File: src/rtl/moisture_sampler.sv
// Periodic soil-moisture sampler: reads a 10-bit serial ADC in 16-clock frames
// and presents a 4-sample moving average, scaled to 7 bits, to the watering FSM.
module moisture_sampler #(
    parameter int CLK_DIV       = 4,
    parameter int SAMPLE_PERIOD = 1000
) (
    input  logic       clk,
    input  logic       rst,
    input  logic       enable,
    input  logic       adc_miso,
    output logic       adc_sclk,
    output logic       adc_cs_n,
    output logic [6:0] m_sense,
    output logic       m_valid,
    output logic       sample_strobe,
    output logic [1:0] dbg_state
);

    typedef enum logic [1:0] {
        IDLE  = 2'd0,
        SETUP = 2'd1,
        SHIFT = 2'd2,
        DONE  = 2'd3
    } state_t;

    localparam int              PW       = (SAMPLE_PERIOD > 2) ? $clog2(SAMPLE_PERIOD) : 1;
    localparam logic [7:0]      DIV_LAST = 8'(CLK_DIV - 1);
    localparam logic [PW-1:0]   PER_LAST = PW'(SAMPLE_PERIOD - 1);

    state_t        state_q, state_d;
    logic [7:0]    div_q, div_d;
    logic [3:0]    bit_q, bit_d;
    logic [3:0]    bit_k;
    logic          sclk_d, cs_n_d;
    logic          sample_en;
    logic          frame_start;
    logic          div_end;

    logic [PW-1:0] per_q;
    logic          run_q;
    logic          pending_q;
    logic          period_hit;
    logic          start_req;

    logic [9:0]    shreg_q;
    logic [9:0]    win_q [4];
    logic [11:0]   sum_q, sum_d;
    logic [2:0]    cnt_q;
    logic          valid_d;

    // run_q marks a live period count; a cleared count means "start on the next edge".
    assign period_hit = run_q && (per_q == PER_LAST);
    assign start_req  = enable && (!run_q || period_hit || pending_q);
    assign div_end    = (div_q == DIV_LAST);
    assign dbg_state  = state_q;

    always_comb begin
        state_d     = state_q;
        div_d       = '0;
        bit_d       = bit_q;
        bit_k       = bit_q;
        sclk_d      = adc_sclk;
        cs_n_d      = adc_cs_n;
        sample_en   = 1'b0;
        frame_start = 1'b0;
        case (state_q)
            IDLE: begin
                if (start_req) begin
                    state_d     = SETUP;
                    cs_n_d      = 1'b0;
                    frame_start = 1'b1;
                end
            end
            SETUP: begin
                if (div_end) begin
                    state_d   = SHIFT;
                    sclk_d    = 1'b1;
                    bit_d     = 4'd0;
                    bit_k     = 4'd0;
                    sample_en = 1'b1;
                end else begin
                    div_d = div_q + 8'd1;
                end
            end
            SHIFT: begin
                if (!div_end) begin
                    div_d = div_q + 8'd1;
                end else if (adc_sclk) begin
                    sclk_d = 1'b0;
                end else if (bit_q == 4'd15) begin
                    state_d = DONE;
                    cs_n_d  = 1'b1;
                end else begin
                    sclk_d    = 1'b1;
                    bit_d     = bit_q + 4'd1;
                    bit_k     = bit_q + 4'd1;
                    sample_en = 1'b1;
                end
            end
            DONE: begin
                // A period that expired mid-frame chains straight into the next frame.
                if (start_req) begin
                    state_d     = SETUP;
                    cs_n_d      = 1'b0;
                    frame_start = 1'b1;
                end else begin
                    state_d = IDLE;
                end
            end
            default: begin
                state_d = IDLE;
                cs_n_d  = 1'b1;
                sclk_d  = 1'b0;
            end
        endcase
    end

    always_ff @(posedge clk or posedge rst) begin
        if (rst) begin
            state_q  <= IDLE;
            div_q    <= '0;
            bit_q    <= '0;
            adc_sclk <= 1'b0;
            adc_cs_n <= 1'b1;
        end else begin
            state_q  <= state_d;
            div_q    <= div_d;
            bit_q    <= bit_d;
            adc_sclk <= sclk_d;
            adc_cs_n <= cs_n_d;
        end
    end

    // Only bit slots 3..12 carry the conversion result, MSB first.
    always_ff @(posedge clk or posedge rst) begin
        if (rst) begin
            shreg_q <= '0;
        end else if (sample_en && (bit_k >= 4'd3) && (bit_k <= 4'd12)) begin
            shreg_q <= {shreg_q[8:0], adc_miso};
        end
    end

    always_ff @(posedge clk or posedge rst) begin
        if (rst) begin
            per_q     <= '0;
            run_q     <= 1'b0;
            pending_q <= 1'b0;
        end else if (frame_start) begin
            per_q     <= '0;
            run_q     <= 1'b1;
            pending_q <= 1'b0;
        end else if (!enable) begin
            per_q     <= '0;
            run_q     <= 1'b0;
            pending_q <= 1'b0;
        end else if (run_q) begin
            if (period_hit) begin
                pending_q <= 1'b1;
            end else begin
                per_q <= per_q + PW'(1);
            end
        end
    end

    // Running sum: add the newest sample, drop the oldest; never exceeds 4*1023.
    assign sum_d   = sum_q + {2'b00, shreg_q} - {2'b00, win_q[3]};
    assign valid_d = m_valid || (cnt_q == 3'd3);

    // m_sense/m_valid are level outputs; sample_strobe pulses for exactly one
    // cycle with each new m_sense value and the consumer needs no ready.
    always_ff @(posedge clk or posedge rst) begin
        if (rst) begin
            for (int i = 0; i < 4; i++) begin
                win_q[i] <= '0;
            end
            sum_q         <= '0;
            cnt_q         <= '0;
            m_valid       <= 1'b0;
            m_sense       <= 7'd127;
            sample_strobe <= 1'b0;
        end else if (state_q == DONE) begin
            win_q[0]      <= shreg_q;
            win_q[1]      <= win_q[0];
            win_q[2]      <= win_q[1];
            win_q[3]      <= win_q[2];
            sum_q         <= sum_d;
            cnt_q         <= (cnt_q == 3'd4) ? cnt_q : cnt_q + 3'd1;
            m_valid       <= valid_d;
            m_sense       <= valid_d ? sum_d[11:5] : 7'd127;
            sample_strobe <= 1'b1;
        end else begin
            sample_strobe <= 1'b0;
        end
    end

endmodule

File: config.mk
export PLATFORM = sky130hd
export DESIGN_NAME = moisture_sampler
export DESIGN_NICKNAME = d
export VERILOG_FILES = /design/src/rtl/moisture_sampler.sv
export SDC_FILE = /design/constraint.sdc
export NUM_CORES = 1
export LEC_CHECK = 0
export ABC_AREA = 1
export CAP_MARGIN = 40
export CORE_MARGIN = 2
export CORE_UTILIZATION = 49
export CTS_BUF_LIST = sky130_fd_sc_hd__clkbuf_8
export DETAILED_ROUTE_END_ITERATION = 7
export GPL_ROUTABILITY_DRIVEN = 0
export GPL_TIMING_DRIVEN = 1
export MAX_ROUTING_LAYER = met4
export PLACE_DENSITY_LB_ADDON = 0.2
export RECOVER_POWER = 100
export SLEW_MARGIN = 20
export SYNTH_ARGS = -nofsm -noshare
export SYNTH_HDL_FRONTEND = slang
export SYNTH_SLANG_ARGS = --single-unit
export TNS_END_PERCENT = 20
File: constraint.sdc
create_clock -name clk -period 3 [get_ports clk]
set_clock_uncertainty 0.15 [all_clocks]
set_input_delay 0.45 -clock clk [delete_from_list [all_inputs] [get_ports clk]]
set_output_delay 0.45 -clock clk [all_outputs]
set_load 0.05 [all_outputs]
Word level (Yosys, flattened, before mapping)
Index checks and enable logic that the tools add are counted.

Register bits: 102. Bits in latches: 0. Bits in writable memories: 0. Bits in read-only memories: 0. Bits of input ports: 4. Output and inout bits: 13. Word-level logic and storage cells: 105. Memories: 0.

Add/sub/neg operators: 6. Multiply operators: 0. Div/mod/pow operators: 0. $lt $le $gt $ge: 2. Equality and inequality tests: 18. Shifts and indexed selects: 0. Muxes and demuxes: 41. Bitwise operators: 1. Reductions and logical operators: 19.

Operators with widths (count): two-way mux 10 bit (4); two-way mux 1 bit (20); two-way mux 4 bit (4); two-way mux 8 bit (2); adder 12 x 10 -> 12 bit (1); subtractor 12 x 10 -> 12 bit (1); adder 10 x 1 -> 10 bit (second input constant) (1); equality test 10 bit (second input constant) (1); two-way mux 2 bit (5); != test 2 bit (second input constant) (5); AND reduction 5 bit (2); adder 8 x 1 -> 8 bit (second input constant) (1); equality test 8 x 2 -> 1 bit (second input constant) (1); case mux 2 bit (4 select lines) (1); case mux 4 bit (2 select lines) (1); two-way mux 7 bit (1); != test 3 x 1 -> 1 bit (second input constant) (2); case mux 1 bit (2 select lines) (3); AND reduction 2 bit (3); adder 4 x 1 -> 4 bit (second input constant) (1); equality test 2 bit (second input constant) (2); equality test 4 bit (second input constant) (1); greater-or-equal comparator 4 x 2 -> 1 bit (second input constant) (1); <= comparator 4 bit (second input constant) (1); 14 further kinds (22).

Logic depth before layout (Yosys ltp)
Depth in word-level cells: 9. Gate-level depth with buffers: 14. Mapped depth without buffers: 14.

Least setup slack after synthesis
No wires, ideal clock.

Path type: reg2reg. Start point: reg shreg_q[2]. End point: reg sum_q[7]. Arrival time: 2223 ps. Data required time: 2715 ps. Setup slack: 492 ps. Stages on the path, launching flop included: 12. Buffers on the path: 0. Cells stage by stage: dfrtp_1 > inv_1 > fa_1 > inv_1 > ha_1 > a21oi_1 > o21ai_0 > a21oi_1 > inv_1 > or2_2 > nand3_1 > o21ai_0.

Word-level cells in the longest chain between the ends: 2.

RTL lines: from (decl) (RTL line 45) `logic [9:0] shreg_q;`; from (signal assigned) (RTL line 139) `shreg_q <= {shreg_q[8:0], adc_miso};`; adder 12 x 10 -> 12 bit (RTL line 166) `assign sum_d = sum_q + {2'b00, shreg_q} - {2'b00, win_q[3]};`; subtractor 12 x 10 -> 12 bit (RTL line 166); to (signal assigned) (RTL line 186) `sum_q <= sum_d;`; to (decl) (RTL line 47) `logic [11:0] sum_q, sum_d;`.

No other way between the ends. A chain may end at the register's enable or synchronous reset.

Worst setup path in the final report
Start point: reg shreg_q[4]. End point: reg sum_q[7].

Same word-level chain as after synthesis.

==> impl_metrics.env <==
export IMPL_wl_um=9428
export IMPL_routedWlPerCell_um=12.04
export IMPL_instances_no_fill=783
export IMPL_p_leak_uw=0.002755
export IMPL_period_share_pct=91.57
export IMPL_overflow=0
export IMPL_synth_distinct_cells=34
export IMPL_vias_per_cell=5.060
export IMPL_cts_buffers=9
export IMPL_routed_via_count=3962
export IMPL_synthCells=622
export IMPL_synthArstFlopShare_pct=100.0
export IMPL_r2r_end="sum_q[7]$_DFFE_PP0P_"
export IMPL_initial_utilization_pct=50.67
export IMPL_report_final_slew_viol_count=0
export IMPL_seq_area_frac_synth_pct=48.98
export IMPL_cts_sinks=102
export IMPL_worstSetupEndpoint="sum_q[7]$_DFFE_PP0P_"
export IMPL_post_dp_cell_area_sq_mm=0.005588
export IMPL_r2r_cells=11
export IMPL_final_common_cell="nand2_1"
export IMPL_dieHeight_um=107.3
export IMPL_critPathArrivalTime_ps=2840
export IMPL_post_route_min_period_ps=2747
export IMPL_grt_setup_unrepaired="false"
export IMPL_startpoint="shreg_q[4]$_DFFE_PP0P_"
export IMPL_setup_viol=0
export IMPL_area_growth_pct=9.591
export IMPL_coreArea_sq_mm=0.01032
export IMPL_hold_violations=0
export IMPL_root_buffer="clkbuf_8"
export IMPL_grt_pass1_wl_um=17170
export IMPL_clk_pin_slew_worst_paths_ps=110
export IMPL_endpoint_kind="flop"
export IMPL_reg2reg_slack_ps=250
export IMPL_layout_nets=678
export IMPL_grt_pass1_vias=3826
export IMPL_peakVddDrop_mv=0.6888
export IMPL_hold_path_class="reg2reg"
export IMPL_avgSynthCellArea_sq_um=8.410
export IMPL_num_antenna_cells=0
export IMPL_clockBufferDepth=2
export IMPL_critPathLaunchType="flop"
export IMPL_cp_required_ps=3090
export IMPL_die_area_sq_mm=0.01152
export IMPL_tns_ps=0
export IMPL_boundaryPins=17
export IMPL_hold_buffers=0
export IMPL_dp_cells=767
export IMPL_ys_flop_type="dfrtp_1"
export IMPL_regToRegStartpoint="shreg_q[4]$_DFFE_PP0P_"
export IMPL_critPathMaxFanout=7
export IMPL_timing_fmax_mhz=364.0
export IMPL_grt_max_degree=42
export IMPL_synth_nets=658
export IMPL_syn_area_sq_mm=0.005231
export IMPL_finish_instance_area_sq_mm=0.005733
export IMPL_htree_levels=3
export IMPL_drt_iter0_markers=182
export IMPL_antenna_found_initial=0
export IMPL_postRouteAntennaNets=0
export IMPL_std_cell_rows=37
export IMPL_pwr_density_cell_mw_per_mm2=912.3
export IMPL_maxCapViolCount=0
export IMPL_firstDrtPassIters=5
export IMPL_layout_common_cells="nand2_1 (153), inv_1 (95), dfrtp_1 (94)"
export IMPL_fin_hold_ws_ps=316.6
export IMPL_dp_hpwl_um=6683
export IMPL_outcome="finished, final reports clean"
export IMPL_synth_edf_count=0
export IMPL_ys_warn_count=0
export IMPL_grt_use_total_pct=18.89
export IMPL_crit_type="reg2reg"
export IMPL_insertion_delay_ps=370
export IMPL_relSlewSlack_pct=16.20
export IMPL_io_buffer_count=16
export IMPL_die_w_um=107.3
export IMPL_fin_util_pct=55.53
export IMPL_synth_seq_cells=102
export IMPL_drive_gt1_share_pct=6.955
export IMPL_remaining_drc_errors=0
export IMPL_tightest_slew_ps=1250
export IMPL_min_path_cells=1
export IMPL_cts_tree="built"
-- synthesized netlist by cell type, drive strengths merged (10+ instances only) --
| cell | instances | area share, % |
|---|---|---|
| a21oi | 20 | 1.9 |
| clkbuf | 12 | 0.86 |
| dfrtp | 94 | 45 |
| fa | 10 | 3.8 |
| ha | 22 | 5.3 |
| inv | 100 | 7.2 |
| nand2 | 156 | 11 |
| nand3 | 29 | 2.9 |
| nand4 | 11 | 1.3 |
| nor2 | 48 | 3.9 |
| nor3 | 10 | 0.96 |
| o21ai | 66 | 6.4 |
-- layout make-up --
| type | count | area, sq um |
|---|---|---|
| clock inverters | 6 | 76.32 |
| inverters | 101 | 380.4 |
| multi-input cells | 404 | 2201 |
| flip-flops and latches | 102 | 2562 |
| well taps | 136 | 170.2 |
| clock buffers | 10 | 137.6 |
| repair buffers | 24 | 205.2 |
| fillers | 962 | 4591 |
-- critical path, stage by stage (launching register included) --
cell	delay [ps]
dfrtp_1	430
inv_1	80
fa_1	530
inv_1	40
ha_1	380
a21oi_1	220
o21ai_0	130
a21oi_1	130
inv_1	80
or2_2	270
nand3_1	80
o21ai_0	80
-- routing by layer --
| metal | vias up | global-route usage [%] | wire, um |
|---|---|---|---|
| met5 | - | - | 0 |
| met3 | 9 | 4.843 | 380 |
| met2 | 67 | 29.43 | 4348 |
| met4 | 0 | 4.453 | 86 |
| met1 | 1882 | 25.07 | 4612 |
| li1 | 2004 | - | - |
-- state kept, by name, indices dropped and copies added (netlist names) --
name / flops
m_sense: 7
div_q: 8
cnt_q: 3
dbg_state: 2
win_q: 40
adc_sclk: 1
sum_q: 12
pending_q: 1
shreg_q: 10
per_q: 10
adc_cs_n: 1
run_q: 1
m_valid: 1
sample_strobe: 1
bit_q: 4
-- worst min path at each step --
| stage | startpoint | end | slack (ps) |
|---|---|---|---|
| 2_1_floorplan | div_q[0]$_DFF_PP0_ | div_q[0]$_DFF_PP0_ | 280 |
| 3_3_place_gp | div_q[0]$_DFF_PP0_ | div_q[0]$_DFF_PP0_ | 300 |
| 3_5_place_dp | div_q[0]$_DFF_PP0_ | div_q[0]$_DFF_PP0_ | 310 |
| 4_1_cts | div_q[0]$_DFF_PP0_ | div_q[0]$_DFF_PP0_ | 320 |
| 5_1_grt | div_q[0]$_DFF_PP0_ | div_q[0]$_DFF_PP0_ | 340 |
| 6_report | div_q[0]$_DFF_PP0_ | div_q[0]$_DFF_PP0_ | 320 |
-- report_power, final --
part | switching, uW | leakage (uW) | internal (uW)
clock network | 495 | 0.000109 | 423
logic | 1660 | 0.00130 | 855
registers | 137 | 0.00135 | 1660
total | 2300 | 0.00275 | 2930
-- through the flow --
| step | setup WS, ps | total power [uW] |
|---|---|---|
| after floorplan | 492.2 | 3778 |
| after global routing | 20.85 | 5733 |
| after detailed placement | 258.1 | 4383 |
| final | 253.0 | 5230 |
| after CTS | 213.3 | 5332 |
| after global placement | 329.2 | 4310 |
-- what timing repair did --
action                     in CTS  in global routing
setup endpoints to repair       0                  2
gates resized for setup         0                  2
setup buffers                   0                  0
-- cells by family after synthesis --
kind of cell / count (synthesis) / share of synthesized area (%)
buffers and inverters: 116 / 8.490
adder cells (fa/ha/maj): 32 / 9.089
AND/OR/NAND/NOR: 264 / 21.81
flip-flops: 102 / 48.98
XOR/XNOR: 11 / 1.842
AO/OA/AOI/OAI: 97 / 9.782
Note: power is estimated with default switching activity, not from simulation.
